===== src/rtl/processor_pkg.sv =====
// rtl/processor_pkg.sv - shared fetch state, instruction field positions and reset PC
package processor_pkg;

  typedef enum logic [1:0] {
    START = 2'd0,
    FETCH = 2'd1,
    HOLD  = 2'd2
  } fetch_state_e;

  // Field slicing shared with the decoder so both agree on the encoding.
  localparam int OPC_HI   = 31;
  localparam int OPC_LO   = 29;
  localparam int V_BIT    = 28;
  localparam int FUNCT_HI = 27;
  localparam int FUNCT_LO = 25;
  localparam int RD_HI    = 24;
  localparam int RD_LO    = 21;

  localparam logic [31:0] RESET_PC_DFLT = 32'h0000_0000;

endpackage


===== src/rtl/pc_register.sv =====
// rtl/pc_register.sv - program counter with load-target / increment / hold selection
module pc_register #(
  parameter int                ADDR_W   = 32,
  parameter logic [ADDR_W-1:0] RESET_PC = '0,
  parameter int                PC_STEP  = 4
) (
  input  logic              clk,
  input  logic              rst,
  input  logic              load,
  input  logic [ADDR_W-1:0] target,
  input  logic              inc,
  input  logic [ADDR_W-1:0] inc_base,
  output logic [ADDR_W-1:0] pc_next
);

  logic [ADDR_W-1:0] pc;

  // A redirect beats the sequential step; the step is taken from the consumed instruction's PC.
  always_comb begin
    pc_next = pc;
    if (load) begin
      pc_next = target;
    end else if (inc) begin
      pc_next = inc_base + ADDR_W'(PC_STEP);
    end
  end

  always_ff @(posedge clk) begin
    if (rst) begin
      pc <= RESET_PC;
    end else begin
      pc <= pc_next;
    end
  end

endmodule


===== src/rtl/instr_fetch_unit.sv =====
// rtl/instr_fetch_unit.sv - PC owner and request/ack instruction fetch with redirect squash
module instr_fetch_unit
  import processor_pkg::*;
#(
  parameter int                ADDR_W   = 32,
  parameter int                INSTR_W  = 32,
  parameter logic [ADDR_W-1:0] RESET_PC = ADDR_W'(RESET_PC_DFLT),
  parameter int                PC_STEP  = 4,
  parameter int                CNT_W    = 16
) (
  input  logic               clk,
  input  logic               rst,
  input  logic               pc_src,
  input  logic [ADDR_W-1:0]  pc_target,
  input  logic               dec_ready,
  output logic               imem_req,
  output logic [ADDR_W-1:0]  imem_addr,
  input  logic               imem_ack,
  input  logic [INSTR_W-1:0] imem_rdata,
  output logic               instr_valid,
  output logic [INSTR_W-1:0] instr,
  output logic [2:0]         opcode,
  output logic               v,
  output logic [2:0]         funct,
  output logic [3:0]         rd,
  output logic [ADDR_W-1:0]  instr_pc,
  output logic [CNT_W-1:0]   fetch_count
);

  fetch_state_e       state, state_next;
  logic               squash, squash_next;
  logic [ADDR_W-1:0]  addr_q, addr_next;
  logic [ADDR_W-1:0]  pc_next;
  logic [INSTR_W-1:0] instr_q;
  logic [ADDR_W-1:0]  instr_pc_q;
  logic [CNT_W-1:0]   fetch_count_q;
  logic               ack;
  logic               hs;
  logic               latch;

  assign ack   = (state == FETCH) && imem_ack;
  assign hs    = (state == HOLD) && dec_ready;
  assign latch = ack && !squash && !pc_src;

  pc_register #(
    .ADDR_W  (ADDR_W),
    .RESET_PC(RESET_PC),
    .PC_STEP (PC_STEP)
  ) u_pc (
    .clk     (clk),
    .rst     (rst),
    .load    (pc_src),
    .target  (pc_target),
    .inc     (hs),
    .inc_base(instr_pc_q),
    .pc_next (pc_next)
  );

  always_comb begin
    state_next  = state;
    squash_next = squash;
    addr_next   = addr_q;
    case (state)
      START: begin
        state_next = FETCH;
        addr_next  = pc_next;
      end
      FETCH: begin
        if (ack) begin
          squash_next = 1'b0;
          // A stale or same-cycle-redirected word is dropped and the request reissued.
          if (squash || pc_src) begin
            addr_next = pc_next;
          end else begin
            state_next = HOLD;
          end
        end else if (pc_src) begin
          squash_next = 1'b1;
        end
      end
      HOLD: begin
        if (hs || pc_src) begin
          state_next = FETCH;
          addr_next  = pc_next;
        end
      end
      default: begin
        state_next = START;
      end
    endcase
  end

  always_ff @(posedge clk) begin
    if (rst) begin
      state         <= START;
      squash        <= 1'b0;
      addr_q        <= RESET_PC;
      instr_q       <= '0;
      instr_pc_q    <= RESET_PC;
      fetch_count_q <= '0;
    end else begin
      state  <= state_next;
      squash <= squash_next;
      addr_q <= addr_next;
      if (latch) begin
        instr_q    <= imem_rdata;
        instr_pc_q <= addr_q;
      end
      // The decoder consumed the word even if a redirect drops it this cycle.
      if (hs) begin
        fetch_count_q <= fetch_count_q + CNT_W'(1);
      end
    end
  end

  assign imem_req    = (state == FETCH);
  assign imem_addr   = addr_q;
  assign instr_valid = (state == HOLD);
  assign instr       = instr_q;
  assign opcode      = instr_q[OPC_HI:OPC_LO];
  assign v           = instr_q[V_BIT];
  assign funct       = instr_q[FUNCT_HI:FUNCT_LO];
  assign rd          = instr_q[RD_HI:RD_LO];
  assign instr_pc    = instr_pc_q;
  assign fetch_count = fetch_count_q;

endmodule


===== config.mk =====
export PLATFORM = sky130hd
export DESIGN_NAME = instr_fetch_unit
export DESIGN_NICKNAME = d
export VERILOG_FILES = /design/src/rtl/processor_pkg.sv /design/src/rtl/pc_register.sv /design/src/rtl/instr_fetch_unit.sv
export SDC_FILE = /design/constraint.sdc
export NUM_CORES = 1
export LEC_CHECK = 0
export CORE_AREA = 2 2 110 133
export CTS_CLUSTER_SIZE = 8
export DETAILED_ROUTE_END_ITERATION = 7
export DIE_AREA = 0 0 112 135
export PLACE_DENSITY = 0.79
export SYNTH_ARGS = -nofsm -noshare
export SYNTH_HDL_FRONTEND = slang
export SYNTH_SLANG_ARGS = --single-unit
export TNS_END_PERCENT = 5

===== constraint.sdc =====
create_clock -name clk -period 2.59 [get_ports clk]
set_input_delay 0.3885 -clock clk [delete_from_list [all_inputs] [get_ports clk]]
set_output_delay 0.3885 -clock clk [all_outputs]
set_load 0.1 [all_outputs]

Word level (Yosys, flattened, before mapping)

Cells that the tools add are included.

Flip-flop bits (word level): 147
Bits of input ports: 69
Output and inout bits: 125
Word-level logic and storage cells: 41

Add/sub/neg operators: 2
Eq/ne operators: 6
Muxes and demuxes: 12
Reduce and logical (&&, ||, !) cells: 14

Operators with widths:

| cell                                                             | count |
|---|---|
| 32-bit two-way mux                                               | 5 |
| 32-bit one-hot mux with 3 select lines                           | 1 |
| 32-bit by 3-bit adder with 32-bit output (second input constant) | 1 |
| 16-bit by 1-bit adder with 16-bit output (second input constant) | 1 |
| 2-bit two-way mux                                                | 3 |
| 2-bit by 1-bit != test with 1-bit output (second input constant) | 3 |
| 2-bit one-hot mux with 3 select lines                            | 1 |
| 1-bit logical AND                                                | 4 |
| 4-bit AND reduction                                              | 1 |
| 3-bit AND reduction                                              | 1 |
| 3-bit nonzero test                                               | 1 |
| 2-bit by 1-bit == test with 1-bit output (second input constant) | 1 |
| 2-bit == test (second input constant)                            | 1 |
| 1-bit zero test                                                  | 2 |
| 2-bit zero test                                                  | 1 |
| 1-bit logical OR                                                 | 2 |
| 1-bit two-way mux                                                | 2 |
| 2-bit != test (second input constant)                            | 1 |
| 2-bit AND reduction                                              | 1 |
| 2-bit nonzero test                                               | 1 |

Longest topological paths before layout

Gate-level depths: netlist (run 1).

Word-level depth: 7
Mapped depth: 8
Mapped depth without buffers: 6

By module

From an unflattened synthesis (run 1), not the netlist that was laid out.

Cells, all modules: 797
Area total of the unflattened synthesis: 6344.8 µm²

By module, submodules not included:

| module           | times used | cells each | area each (µm²) | sequential area each (µm²) |
|---|---|---|---|---|
| instr_fetch_unit | 1          | 530        | 4265.3          | 2302.2 |
| pc_register      | 1          | 267        | 2079.5          | 640.6 |

Worst setup path before layout (run 1)

OpenSTA, ideal clock, no wires.

Path kind: register -> register
Start: register state[0]
End: register instr_pc_q[13] (netlist: instr_pc[13])
Setup time: 132 ps
Arrival time: 2751 ps
Data required time: 2458 ps
Setup slack: -293 ps
Stages on the path, launching flop included: 7
Path buffers: 2
Period minus slack after synthesis: 2883 ps
Cells stage by stage: dfxtp_1 nor2b_1 nand3_1 clkbuf_1 clkbuf_1 nand2_1 a21oi_1

Cells in the longest elaborated chain, start to end: 4

RTL lines:

| what                                     | RTL line                | text |
|---|---|---|
| from (decl)                              | instr_fetch_unit.sv:30  | `fetch_state_e state, state_next;` |
| from (signal assigned)                   | instr_fetch_unit.sv:102 | `state <= state_next;` |
| 2-bit by 1-bit == test with 1-bit output | --                      |  |
| net imem_req                             | instr_fetch_unit.sv:16  | `output logic imem_req,` |
| 1-bit logical AND                        | instr_fetch_unit.sv:41  | `assign ack = (state == FETCH) && imem_ack;` |
| 1-bit logical AND (2 in a row)           | instr_fetch_unit.sv:43  | `assign latch = ack && !squash && !pc_src;` |
| to (signal assigned)                     | instr_fetch_unit.sv:107 | `instr_pc_q <= addr_q;` |
| to (decl)                                | instr_fetch_unit.sv:35  | `logic [ADDR_W-1:0] instr_pc_q;` |

The timed path passes the listed nets, and every way through them passes these cells.
A chain may end at the register's enable or synchronous reset.

Worst setup path in the final report (run 1)

Start: register instr_pc_q[7] (netlist: instr_pc[7])
End: register addr_q[30] (netlist: imem_addr[30])

Cells in the longest elaborated chain, start to end: 6
Elaborated cells on any way between the ends: 7
Classes of those cells: add/sub: 1; mux: 6

RTL lines:

| what                                       | RTL line                | text |
|---|---|---|
| 32-bit by 3-bit adder with 32-bit output * | pc_register.sv:24       | `pc_next = inc_base + ADDR_W'(PC_STEP);` |
| 32-bit two-way mux *                       | pc_register.sv:23       | `end else if (inc) begin` |
| 32-bit two-way mux *                       | pc_register.sv:21       | `if (load) begin` |
| 32-bit two-way mux                         | instr_fetch_unit.sv:72  | `if (squash \|\| pc_src) begin` |
| 32-bit two-way mux                         | instr_fetch_unit.sv:69  | `if (ack) begin` |
| 32-bit one-hot mux with 3 select lines *   | instr_fetch_unit.sv:63  | `case (state)` |
| to (signal assigned)                       | instr_fetch_unit.sv:104 | `addr_q <= addr_next;` |
| to (decl)                                  | instr_fetch_unit.sv:32  | `logic [ADDR_W-1:0] addr_q, addr_next;` |

Mark *: on every way between the ends. The rest lies on a longest branch, timed or not. The select of a mux whose other input is x is not followed.

==> impl_results.md, run 1 <==
- TritonCTS clock tree: yes
- PwrDens: 717 nW/um2
- Post-synthesis async set-or-reset flop share: 0
- Worst Hold End: u_pc.pc[5]
- CTS buffer count: 17
- First-pass GRT wire length: 28.2 mm
- Multi-input gate area: 3130 um2
- PnR worst setup slack: 0.467 ns
- Clk_lat worst skew: 0.42 ns
- Antenna violations before repair: 0
- F_max: 471 MHz
- Placed standard-cell area: 8100 um2
- R2R Setup Slk: 0.47 ns
- Filler Cell Count: 1,231
- Fin crit share: 0.820
- Hold_buf cts: 0
- CTS sink cnt: 147
- IO Count: 194
- Global route overflow: 0
- Via count: 6,213
- Lkg Pwr: 3.49 nW
- Largest net degree at the start of global routing: 57
- GPL Wtd Cong: 0.840
- Synth-to-Final Area Change: 37.0%
- Worst-margin pin slew: 0.516 ns
- Worst-path cell chain: and3_1 > nand4_4 > or4_1 > and4_1 > nor3_1
- Layout Utilization: 0.637
- Setup violations, final: 0
- DRT Pass-1 Iters: 5
- Max-slew violations: 0
- Seq cells post-synth: 147
- Clock transition at the registers of the reported paths: 0.06 ns
- Number of synthesized flops with an enable pin: 0
- R2R cell count: 5
- Antenna fix cells: 0
- Synth Warn #: 0
- Syn_nets: 877
- First DRT Iteration DRCs: 407
- Nets: 1,040
- Required time of the critical path: 2.93 ns
- Root Buffer: clkbuf_16
- Final hold violation count: 0
- Total track usage: 0.232
- Setup TNS: 0 ns
- Vias per cell: 5.39
- Crit path DAT: 2.47 ns
- Post-Syn Area: 6400 um2
- Cell with the most instances after synthesis: nand2_1
- Placed cells: 1,121
- Hold Path Stages: 2
- DR WL/cell: 15.3 um
- Hold Path Class: input pin to flop
- Synth area leader: dfxtp_1
- Setup CP Type: flop to flop
- Register area: 2940 um2
- Yosys cell types: 53
- R2r startpoint: instr_pc[7]
- Outcome: finished clean
- Full die area: 15,100 um2
- Die Ht: 135 um
- Num rows: 47
- Max-cap violations: 0
- Synth area leaders: dfxtp_1 46%, nand2_1 11%, a21oi_1 8.0%, nor2_1 4.5%, a211oi_1 2.0%
- Antenna-violating nets left: 0
- Slowest CP cell: or4_1
- Pwr Total: 6.29 mW
- Finished Layout Cells: 1,153
- Worst hold slack: 0.399 ns
- PortBufs: 193
- Fin area: 8770 um2
- DRC Markers: 0
- Worst hold start: rst
- Number of global-route vias before repair: 5,585
- Seq/Total Area, Yosys: 0.460
- Synth top area share: 0.460
- FF-to-FF End: imem_addr[30]
- Worst rel slew slack: 0.653
- Die width: 112 um
- Pre-CTS setup slack: 0.412 ns
- Peak supply drop: 0.000447 V
- Crit end category: flop
- Top_reg_cell synth: dfxtp_1
- H-tree Lvls: 4
- Post_cts resized: 0
- CTS max path bufs: 2
- Setup Buffers After CTS: 0
- Post-Syn Area per Cell: 7.94 um2
- RSZ-0062 raised after global routing: false
- Layout cells sized above 1: 0.193
- DRT Wirelength: 17.6 mm
- HPWL after DPL: 11.9 mm
- Commonest cells post-synth: 183 x nand2_1, 147 x dfxtp_1, 102 x a21oi_1
- Crit path max fanout: 14
- Post-synthesis cell count: 806
- Crit start category: flop
- Initial core utilization: 0.465
- Tmin final: 2.12 ns
- Core Footprint: 13,800 um2
- Setup Skew: 0.00639 ns
- Max incr delay on CP: 0.54 ns
[cells in the final DEF (no fill, tap or decap), types with 5 or more instances in the layout]
master           count
clkbuf_16           17
nor2_1              76
a221oi_1             9
inv_1                9
nand3_1             18
clkbuf_8             7
a311oi_1             7
a21oi_1            102
mux2i_1             12
nand4_1             11
and3_1               8
xnor2_1             13
xor2_1               9
buf_4              141
a211oi_1            17
clkdlybuf4s50_1     66
nand2b_1             6
nor3b_1              6
o21ai_0             21
and4_1               5
nand2_1            183
nor3_1              19
dfxtp_1            147
nor4_1              12
[cell families (layout without fill, tap and decap cells)]
| family | count (synthesis) | after routing | synth area share |
|---|---|---|---|
| AO/OA/AOI/OAI | 176 | 176 | 0.165 |
| XOR/XNOR | 22 | 22 | 0.0301 |
| AND/OR/NAND/NOR | 369 | 369 | 0.264 |
| flip-flops | 147 | 147 | 0.460 |
| buffers and inverters | 76 | 252 | 0.0551 |
| adder cells (fa/ha/maj) | 2 | 2 | 0.00391 |
| multiplexers | 14 | 14 | 0.0223 |
[routing by layer]
metal,track usage,vias up,part of all wire
li1,-,3096,-
met1,0.293,2870,0.42
met2,0.387,218,0.49
met3,0.0480,29,0.064
met4,0.100,0,0.023
met5,0,-,0
[state kept, by name (all words and copies together) (netlist names)]
register and count:
instr_pc 32, state 2, u_pc.pc 32, imem_addr 32
squash 1, instr 32, fetch_count 16
[worst max-delay path by stage]
stage                            to  depth (start not counted)        start
detailed placement    imem_addr[15]                          7    dec_ready
finish                imem_addr[30]                          5  instr_pc[7]
global route            u_pc.pc[31]                          5  instr_pc[7]
floorplan             imem_addr[19]                          5  instr_pc[9]
CTS                   imem_addr[30]                          6  instr_pc[2]
global placement    fetch_count[14]                          7    dec_ready
[cell type report]
type / count / share of cell area
clock inverter: 8 / 0.0164
clock buffer: 24 / 0.0595
multi-input combinational: 583 / 0.357
sequential: 147 / 0.336
tap: 171 / 0.0244
timing repair buffer: 211 / 0.203
inverter: 9 / 0.00385
[power breakdown]
| part | switching [mW] | internal (mW) | total [mW] | leakage [nW] |
|---|---|---|---|---|
| Sequential | 0.0735 | 2.36 | 2.44 | 1.20 |
| Clock | 0.937 | 1.79 | 2.73 | 0.332 |
| Combinational | 0.823 | 0.302 | 1.13 | 1.96 |
[worst max-delay path, delay by kind of cell, from the launching register on]
| kind | cells | cell delay (ns) |
|---|---|---|
| and+or+nand+nor | 5 | 1.60 |
| DFF | 1 | 0.44 |
Note: power is estimated with default switching activity, not from simulation.
==> inputs of run 2 (changes only) <==
--- a/config.mk
+++ b/config.mk
@@ -5,11 +5,11 @@
 export SDC_FILE = /design/constraint.sdc
 export NUM_CORES = 1
 export LEC_CHECK = 0
-export CORE_AREA = 2 2 110 133
+export CORE_AREA = 2 2 115 139
 export CTS_CLUSTER_SIZE = 8
 export DETAILED_ROUTE_END_ITERATION = 7
-export DIE_AREA = 0 0 112 135
-export PLACE_DENSITY = 0.79
+export DIE_AREA = 0 0 117 141
+export PLACE_DENSITY = 0.76
 export SYNTH_ARGS = -nofsm -noshare
 export SYNTH_HDL_FRONTEND = slang
 export SYNTH_SLANG_ARGS = --single-unit
==> constraint.sdc (replaced) <==
create_clock -name clk -period 1.9 [get_ports clk]
set_input_delay 0.285 -clock clk [delete_from_list [all_inputs] [get_ports clk]]
set_output_delay 0.285 -clock clk [all_outputs]
set_load 0.1 [all_outputs]
==> run 2 against run 1 <==
Routed wire length is 5.1% higher; clock skew rose by 0.0056 ns; critical path type unchanged; critical path depth rose by 3; critical endpoint is now imem_addr[21]; clock-buffer cell count fell by 4.
==> impl_results.md, run 2 (same netlist as run 1, synthesis figures left out) <==
- Initial core utilization: 0.418 (-0.0475)
- PwrDens: 888 nW/um2 (+24%)
- Pwr Total: 8.29 mW (+32%)
- Num rows: 50 (+6.4%)
- Clock transition at the registers of the reported paths: 0.06 ns (about the same)
- Required time of the critical path: 2.18 ns (-0.75 ns)
- Pre-CTS setup slack: -0.139 ns (-0.551 ns)
- Nets: 1,077 (+3.6%)
- CTS max path bufs: 2 (unchanged)
- Final hold violation count: 0 (unchanged)
- Fin crit share: 0.974 (+0.155)
- Synth-to-Final Area Change: 45.7%
- Layout Utilization: 0.609 (-0.0286)
- First DRT Iteration DRCs: 478 (+17%)
- Core Footprint: 15,300 um2 (+11%)
- DRC Markers: 0 (unchanged)
- DRT Wirelength: 18.5 mm (+5.1%)
- Die width: 117 um (+4.5%)
- Root Buffer: clkbuf_16
- Worst rel slew slack: 0.652 (about the same)
- Setup TNS: 0 ns (unchanged)
- Placed standard-cell area: 8630 um2 (+6.5%)
- Die Ht: 141 um (+4.4%)
- Via count: 6,352 (+2.2%)
- Finished Layout Cells: 1,225 (+6.2%)
- CTS sink cnt: 147 (unchanged)
- Vias per cell: 5.19 (-3.8%)
- Number of global-route vias before repair: 5,881 (+5.3%)
- Worst-margin pin slew: 0.522 ns (+0.00560 ns)
- Crit end category: flop
- Hold Path Class: input pin to flop
- Crit path max fanout: 8 (-6)
- Setup violations, final: 0 (unchanged)
- CTS buffer count: 17 (unchanged)
- Worst hold slack: 0.136 ns (-0.262 ns)
- Fin area: 9330 um2 (+6.4%)
- Full die area: 16,500 um2 (+9.1%)
- Commonest non-fill, non-tap cells in the layout: 183 x nand2_1, 165 x buf_4, 122 x dfxtp_1
- Crit start category: flop
- H-tree Lvls: 4 (unchanged)
- Global route overflow: 0 (unchanged)
- GPL Wtd Cong: 0.859 (+2.3%)
- Most common cell after layout, fill and taps aside: nand2_1
- TritonCTS clock tree: yes
- Outcome: finished clean
- Largest net degree at the start of global routing: 64 (+12%)
- IO Count: 194 (unchanged)
- F_max: 540 MHz (+15%)
- Tmin final: 1.85 ns (-0.271 ns)
- PnR worst setup slack: 0.0487 ns (-0.419 ns)
- Setup CP Type: flop to flop
- First-pass GRT wire length: 29.3 mm (+4.0%)
- Max-cap violations: 0 (unchanged)
- Crit path DAT: 2.14 ns (-0.33 ns)
- Placed cells: 1,195 (+6.6%)
- Layout cells sized above 1: 0.259 (+0.0651)
- RSZ-0062 raised after global routing: true
- Antenna violations before repair: 0 (unchanged)
- Total track usage: 0.223 (-0.00950)
- Antenna-violating nets left: 0 (unchanged)
- PortBufs: 193 (unchanged)
- Peak supply drop: 0.000549 V (+23%)
- Clk_lat worst skew: 0.42 ns (about the same)
- HPWL after DPL: 12.9 mm (+8.3%)
- Setup Buffers After CTS: 0 (unchanged)
- DRT Pass-1 Iters: 5 (unchanged)
- DR WL/cell: 15.1 um (-1.1%)
- Setup Skew: 0.0119 ns (+0.00556 ns)
- Lkg Pwr: 3.73 nW (+6.9%)
- Max-slew violations: 0 (unchanged)
- Antenna fix cells: 0 (unchanged)
==> run 2: cell types whose count changed in the layout (fill, tap and decap cells not counted), moves of 5 or more <==
cell / previous run / this run
dfxtp_2: 0 / 20
nor4_1: 12 / 7
a221oi_1: 9 / 4
buf_4: 141 / 165
dfxtp_1: 147 / 122
a221oi_2: 0 / 5
clkbuf_8: 7 / 0
dfxtp_4: 0 / 5
buf_12: 3 / 16
==> run 2: worst paths after layout <==
check	from	endpoint	slack, ns	cells past startpoint
worst max-delay path	instr_pc[5]	imem_addr[21]	0.05	8
worst min-delay path	rst	instr_pc[31]	0.14	2
worst max register to register	instr_pc[5]	imem_addr[21]	0.05	8
worst min register to register	instr[15]	instr[15]	0.45	2
==> run 2: worst max-delay path: stages, from the launching register on <==
cell and delay [ns]:
dfxtp_4 0.37, nand4_1 0.11, buf_4 0.17, buf_4 0.18, nor4_2 0.15, buf_4 0.16
a21oi_1 0.08, a2111oi_2 0.40, nor3_1 0.10
==> run 2: area by class of cell <==
class                           count  area (um2)
Multi-Input combinational cell    583        3230
Tap cell                          208         260
Fill cell                        1352        6000
Clock buffer                       20         458
Timing Repair Buffer              248        2220
Inverter                            9        33.8
Sequential cell                   147        2990
Clock inverter                     10         133
==> run 2: timing repair <==
action,in CTS,in global routing
endpoints found under the setup margin,2,36
hold buffers,0,0
pin swaps,0,3
gates resized for setup,2,19
==> run 2: routing by layer <==
metal | vias up | track usage | part of all wire
li1 | 3168 | - | -
met1 | 2959 | 0.277 | 0.42
met2 | 208 | 0.377 | 0.51
met3 | 17 | 0.0516 | 0.055
met4 | 0 | 0.0743 | 0.013
met5 | - | 0 | 0
==> run 2: power breakdown <==
| group | internal [mW] | total (mW) | switching, mW |
|---|---|---|---|
| Combinational | 0.450 | 1.59 | 1.14 |
| Clock | 2.12 | 3.38 | 1.26 |
| Sequential | 3.22 | 3.32 | 0.101 |
